File: src/rtl/bos_pkg.sv
// Shared constants and types for the bos host byte-stream path.
package bos_pkg;

   localparam int unsigned LEN_W      = 8;
   localparam int unsigned BUF_DEPTH  = 1 << LEN_W;
   localparam logic [7:0]  BOS_PREFIX = 8'hDD;
   localparam int unsigned BOS_N_DEST = 18;

   typedef enum logic [2:0] {
      ST_IDLE,
      ST_SRC,
      ST_DEST,
      ST_LEN,
      ST_DATA,
      ST_CRC
   } rx_state_e;

   typedef struct packed {
      logic [7:0]       src;
      logic [7:0]       dest;
      logic [LEN_W-1:0] len;
   } pkt_hdr_t;

endpackage

File: src/rtl/pkt_buf.sv
// Payload buffer: simple dual-port RAM, synchronous write, registered read.
module pkt_buf
   import bos_pkg::*;
(
   input  logic             clk,
   input  logic             rst,
   input  logic             wr_en,
   input  logic [LEN_W-1:0] wr_addr,
   input  logic [7:0]       wr_data,
   input  logic             rd_en,
   input  logic [LEN_W-1:0] rd_addr,
   output logic [7:0]       rd_data
);

   logic [7:0] mem [BUF_DEPTH];

   always_ff @(posedge clk) begin
      if (wr_en) mem[wr_addr] <= wr_data;
   end

   // Read register is reset so the routed data bus is clean out of reset.
   always_ff @(posedge clk or posedge rst) begin
      if (rst)        rd_data <= '0;
      else if (rd_en) rd_data <= mem[rd_addr];
   end

endmodule

File: src/rtl/rx_packet_router.sv
// Parses framed bytes from the host UART, checks them and routes payloads one-hot.
module rx_packet_router
   import bos_pkg::*;
#(
   parameter int unsigned N_DEST  = BOS_N_DEST,
   parameter logic [7:0]  PREFIX  = BOS_PREFIX,
   parameter int unsigned TIMEOUT = 100000
)(
   input  logic              clk,
   input  logic              rst,
   input  logic [7:0]        rx_data,
   input  logic              rx_valid,
   output logic [7:0]        master_data,
   output logic [N_DEST-1:0] valid_bus,
   output logic [7:0]        src_addr,
   output logic              pkt_ok,
   output logic              err_crc,
   output logic              err_addr,
   output logic              err_timeout,
   output logic              err_overrun,
   output logic              busy
);

   localparam int unsigned TO_W       = $clog2(TIMEOUT);
   localparam logic [7:0]  DEST_LIMIT = 8'(N_DEST);

   rx_state_e        state_q, state_d;
   pkt_hdr_t         hdr_q, hdr_d;
   logic [LEN_W-1:0] wr_ptr_q, wr_ptr_d;
   logic [7:0]       sum_q, sum_d;
   logic [TO_W-1:0]  to_cnt_q, to_cnt_d;
   logic             flush_q, flush_d;
   logic [LEN_W-1:0] rd_ptr_q, rd_ptr_d;
   logic [LEN_W-1:0] flush_len_q, flush_len_d;
   logic [7:0]       flush_dest_q, flush_dest_d;
   logic             wr_en, rd_en, timed_out;
   logic [N_DEST-1:0] valid_bus_d;
   logic [7:0]       src_addr_d;
   logic             pkt_ok_d, err_crc_d, err_addr_d, err_timeout_d, err_overrun_d, busy_d;

   pkt_buf u_buf (
      .clk     (clk),
      .rst     (rst),
      .wr_en   (wr_en),
      .wr_addr (wr_ptr_q),
      .wr_data (rx_data),
      .rd_en   (rd_en),
      .rd_addr (rd_ptr_q),
      .rd_data (master_data)
   );

   // Receive FSM, checksum, timeout and flush sequencing.
   always_comb begin
      state_d       = state_q;
      hdr_d         = hdr_q;
      wr_ptr_d      = wr_ptr_q;
      sum_d         = sum_q;
      to_cnt_d      = '0;
      flush_d       = flush_q;
      rd_ptr_d      = rd_ptr_q;
      flush_len_d   = flush_len_q;
      flush_dest_d  = flush_dest_q;
      wr_en         = 1'b0;
      rd_en         = flush_q;
      src_addr_d    = src_addr;
      pkt_ok_d      = 1'b0;
      err_crc_d     = 1'b0;
      err_addr_d    = 1'b0;
      err_timeout_d = 1'b0;
      err_overrun_d = 1'b0;

      if (flush_q) begin
         rd_ptr_d = rd_ptr_q + LEN_W'(1);
         if (rd_ptr_q == flush_len_q - LEN_W'(1)) flush_d = 1'b0;
      end

      if (!rx_valid && state_q != ST_IDLE) to_cnt_d = to_cnt_q + TO_W'(1);
      // Expiry fires as the counter steps onto TIMEOUT-1; a coincident byte wins.
      timed_out = (state_q != ST_IDLE) && !rx_valid && (to_cnt_q == TO_W'(TIMEOUT - 2));

      if (timed_out) begin
         state_d       = ST_IDLE;
         wr_ptr_d      = '0;
         sum_d         = '0;
         to_cnt_d      = '0;
         err_timeout_d = 1'b1;
      end else if (rx_valid) begin
         unique case (state_q)
            ST_IDLE: begin
               if (rx_data == PREFIX) begin
                  state_d  = ST_SRC;
                  wr_ptr_d = '0;
                  sum_d    = '0;
               end
            end
            ST_SRC: begin
               hdr_d.src = rx_data;
               state_d   = ST_DEST;
            end
            ST_DEST: begin
               hdr_d.dest = rx_data;
               state_d    = ST_LEN;
            end
            ST_LEN: begin
               hdr_d.len = rx_data;
               state_d   = (rx_data == 8'h00) ? ST_CRC : ST_DATA;
            end
            ST_DATA: begin
               if (flush_q) begin
                  err_overrun_d = 1'b1;
                  state_d       = ST_IDLE;
                  wr_ptr_d      = '0;
                  sum_d         = '0;
               end else begin
                  wr_en    = 1'b1;
                  wr_ptr_d = wr_ptr_q + LEN_W'(1);
                  sum_d    = sum_q + rx_data;
                  if (wr_ptr_q == hdr_q.len - LEN_W'(1)) state_d = ST_CRC;
               end
            end
            ST_CRC: begin
               state_d = ST_IDLE;
               if (rx_data != sum_q) begin
                  err_crc_d = 1'b1;
               end else if (hdr_q.dest >= DEST_LIMIT) begin
                  err_addr_d = 1'b1;
               end else begin
                  pkt_ok_d   = 1'b1;
                  src_addr_d = hdr_q.src;
                  if (hdr_q.len != '0) begin
                     flush_d      = 1'b1;
                     rd_ptr_d     = '0;
                     flush_len_d  = hdr_q.len;
                     flush_dest_d = hdr_q.dest;
                  end
               end
            end
            default: state_d = ST_IDLE;
         endcase
      end

      valid_bus_d = rd_en ? (N_DEST'(1) << flush_dest_q) : '0;
      busy_d      = (state_d != ST_IDLE) || flush_d || rd_en;
   end

   always_ff @(posedge clk or posedge rst) begin
      if (rst) begin
         state_q      <= ST_IDLE;
         hdr_q        <= '0;
         wr_ptr_q     <= '0;
         sum_q        <= '0;
         to_cnt_q     <= '0;
         flush_q      <= 1'b0;
         rd_ptr_q     <= '0;
         flush_len_q  <= '0;
         flush_dest_q <= '0;
         valid_bus    <= '0;
         src_addr     <= '0;
         pkt_ok       <= 1'b0;
         err_crc      <= 1'b0;
         err_addr     <= 1'b0;
         err_timeout  <= 1'b0;
         err_overrun  <= 1'b0;
         busy         <= 1'b0;
      end else begin
         state_q      <= state_d;
         hdr_q        <= hdr_d;
         wr_ptr_q     <= wr_ptr_d;
         sum_q        <= sum_d;
         to_cnt_q     <= to_cnt_d;
         flush_q      <= flush_d;
         rd_ptr_q     <= rd_ptr_d;
         flush_len_q  <= flush_len_d;
         flush_dest_q <= flush_dest_d;
         valid_bus    <= valid_bus_d;
         src_addr     <= src_addr_d;
         pkt_ok       <= pkt_ok_d;
         err_crc      <= err_crc_d;
         err_addr     <= err_addr_d;
         err_timeout  <= err_timeout_d;
         err_overrun  <= err_overrun_d;
         busy         <= busy_d;
      end
   end

endmodule
File: config.mk
export PLATFORM = sky130hd
export DESIGN_NAME = rx_packet_router
export DESIGN_NICKNAME = d
export VERILOG_FILES = /design/src/rtl/bos_pkg.sv /design/src/rtl/pkt_buf.sv /design/src/rtl/rx_packet_router.sv
export SDC_FILE = /design/constraint.sdc
export NUM_CORES = 2
export LEC_CHECK = 0
export CORE_MARGIN = 1.5
export CORE_UTILIZATION = 50
export CTS_BUF_LIST = sky130_fd_sc_hd__clkbuf_4
export DETAILED_ROUTE_END_ITERATION = 10
export GPL_ROUTABILITY_DRIVEN = 0
export GPL_TIMING_DRIVEN = 0
export PLACE_DENSITY = 0.65
export SYNTH_ARGS = -nofsm -noshare
export SYNTH_HDL_FRONTEND = slang
export SYNTH_SLANG_ARGS = --single-unit
File: constraint.sdc
create_clock -name clk -period 5.4 [get_ports clk]
set_input_delay 1.08 -clock clk [delete_from_list [all_inputs] [get_ports clk]]
set_output_delay 1.08 -clock clk [all_outputs]
set_load 0.03 [all_outputs]
==> run_results.csv <==
group,metric,value,unit
sta,rsz0062_at_grt,"false",
worst_setup_path,cp_max_fo,10,
worst_setup_path,cpMostUsedCell,"clkbuf_1",
worst_setup_path,critPathKind,"reg2reg",
synthesis,synth_xor_area_frac,0.00576,
drt,wire_per_inst,42.3,µm
sta,drv_slew,86,
placement,dpl.cell_count,6396,
final_layout,layout_commonest_cell,"edfxtp_1",
drt,viasPerCell,6.94,
final_layout,drive_above_1_share,0.322,
pwr,pwr_density_cell,410,nW/µm²
final_layout,fin_area,95900,µm²
final_layout,areaGrowthSynthToFinish,12.6,%
floorplan,row_count,151,
clock_network,cts_root_buf,"clkbuf_4",
final_layout,layoutNonFillerInstCount,7345,
run,maxCapViolations,10,
synthesis,ys_warn_count,0,
floorplan,die_h,416,µm
drt,drc,0,
sta,whs,0.115,ns
clock_network,cts_tree,"done",
final_layout,final_cell_mix,"edfxtp_1 (2048), clkbuf_4 (808), mux4_2 (548)",
floorplan,start_util,0.503,
clock_network,clk_latency,1.40,ns
placement,dp_hpwl,194000,µm
sta,hold_viol_final,0,
placement,port-buffer-count,50,
synthesis,synth-main-ff-cell,"edfxtp_1",
placement,postPlaceCellArea,89200,µm²
clock_network,clkTransAtPathRegs,0.07,ns
outcome,violations,"capacitance limit, slew limit, setup timing",
synthesis,syn_area,85200,µm²
floorplan,coreArea,169000,µm²
global_routing,grt.overflow.total,0,
sta,tns,-0.912,ns
sta,skew,0.108,ns
synthesis,synth_edf_count,2048,
sta,post-route-period-util,1.04,
global_routing,grt_pass1_wl,409000,µm
floorplan,ios,51,
global_routing,antenna_found_initial,28,
sta,fmax,178,MHz
floorplan,chipWidth,416,µm
worst_setup_path,crit_path_max_incr_delay,1.26,ns
synthesis,synth_compound_area_frac,0.0234,
synthesis,yosysUniqueCellTypes,74,
drt,drt_iter0_markers,9901,
worst_setup_path,cpMaxStageDelayCell,"buf_1",
synthesis,synth.area.top_cells,"edfxtp_1 (72%), mux4_2 (14%), dfrtp_1 (3.7%)",
sta,setup_viol,6,
synthesis,yosysSeqAreaShare,0.759,
clock_network,clkSinkCount,2173,
clock_network,postCtsSetupBuffers,0,
pwr,power_leakage,32.0,nW
sta,slew_headroom,-0.122,
synthesis,netlist.top_cell.by_area,"edfxtp_1",
synthesis,synth_nets,4130,
drt,wl,311000,µm
global_routing,grt_pass1_vias,47800,
worst_setup_path,crit_chain,"clkbuf_1 -> buf_2 -> buf_1 -> clkbuf_1 -> a31oi_1 -> a221oi_2 -> o22ai_1 -> a211o_1",
synthesis,netlist.area_leader.share,0.722,
synthesis,yosys.area_share.simple,0.0330,
hold_path,min_path_type,"in2reg",
sta,max_slew.worst_pin.slew,1.68,ns
drt,ant_nets,0,
global_routing,grt_max_degree,156,
clock_network,htree_levels,6,
floorplan,die-area,173000,µm²
pwr,ir_worst_vdd,0.310,mV
final_layout,fin_nets,4776,
clock_network,clk_path_buf_depth,4,
sta,fin_ws,-0.210,ns
synthesis,synthAdderAreaFrac,0.00273,
clock_network,cts_buffers,566,
sta,finalCriticalPeriod,5.61,ns
synthesis,avgSynthCellArea,20.8,µm²
worst_setup_path,start_kind,"flip-flop",
drt,drtPass1Iterations,10,
synthesis,syn_inst,4101,
worst_setup_path,end_kind,"flip-flop",
global_routing,track_usage,0.358,
synthesis,ys_seq_elements,2173,
synthesis,synthMuxAreaShare,0.161,
synthesis,ys_async_sr_fraction,0.0575,
worst_setup_path,required,6.66,ns
synthesis,synth_top_family_by_area,"multiplexers",
outcome,outcome,"finished with violations",
drt,dr_total_vias,50900,
worst_setup_path,worstPathArrival,6.87,ns
==> metal layers <==
metal,track usage,vias up,wire length (µm)
li1,-,18600,-
met1,0.456,26100,105000
met2,0.494,5116,130000
met3,0.170,1090,51400
met4,0.229,19,23400
met5,0,-,148
==> stage by stage <==
step	worst slack [ns]	util	power, W
finish	-0.210	0.567	0.0393
floorplan	0.992	-	0.0221
CTS	0.0562	0.566	0.0389
global route	0.0897	0.566	0.0400
global placement	-7.29	0.523	0.0256
detailed placement	-0.542	0.527	0.0255
==> cell usage after synthesis (all sizes together) (31+ instances only) <==
master and number:
buf 115, clkbuf 122, edfxtp 2048, nand2 108, nor2 355, o21ai 36
mux4 548, dfrtp 125, mux2i 80, nor2b 31, a21oi 40, nand3 35
a22oi 39, mux2 50
==> state kept, by name, summed over array words and instances (netlist names), 8 cells and up <==
signal and count:
to_cnt_q 17, hdr_q 24, wr_ptr_q 8, flush_len_q 8, flush_dest_q 8, u_buf.rd_data 8, rd_ptr_q 8, src_addr 8
valid_bus 18, sum_q 8, u_buf.mem 2048
==> area by class of cell <==
class	count	area, µm²
Timing Repair Buffer	79	1180
Antenna cell	33	82.6
Tap cell	2218	2780
Buffer	236	1320
Sequential cell	2173	64600
Clock buffer	807	6060
Fill cell	12800	73400
Inverter	21	83.8
Multi-Input combinational cell	1670	19300
Clock inverter	108	527
==> final timing paths <==
check / start / end / slack (ns) / cells past startpoint
max: rd_ptr_q[3] / u_buf.rd_data[3] / -0.21 / 8
min reg2reg: sum_q[4] / sum_q[4] / 0.49 / 2
max in group asynchronous: rst / u_buf.rd_data[0] / 3.96 / 4
min: rx_data[0] / u_buf.mem[108][0] / 0.11 / 1
max reg2reg: rd_ptr_q[3] / u_buf.rd_data[3] / -0.21 / 8
min in group asynchronous: rst / to_cnt_q[3] / 0.63 / 3
==> power breakdown <==
part / leakage, nW / switching (W) / internal (W) / total [W]
clock: 3.99 / 0.00679 / 0.00700 / 0.0138
combinational: 8.02 / 0.00476 / 0.00202 / 0.00677
sequential: 20.0 / 0.000154 / 0.0186 / 0.0187
total: 32.0 / 0.0117 / 0.0276 / 0.0393
==> critical path: cells and delay by family, from the launching register on <==
family	cells	cell delay, ns
DFF	1	0.33
AOI/OAI and AO/OA	4	1.72
buffers and inverters	4	3.43
==> cell families after synthesis <==
kind of cell	count (synthesis)
compound gates	279
buf+inv	258
simple gates	639
flops	2173
fa+ha+maj	18
mux	678
xor+xnor	56
==> repair_timing <==
action	in CTS	in global routing
resized for setup	4	4
hold buffers	1	0
endpoints found under the setup margin	5	2
endpoints found under the hold margin	19	0
Note: power is estimated with default switching activity, not from simulation.
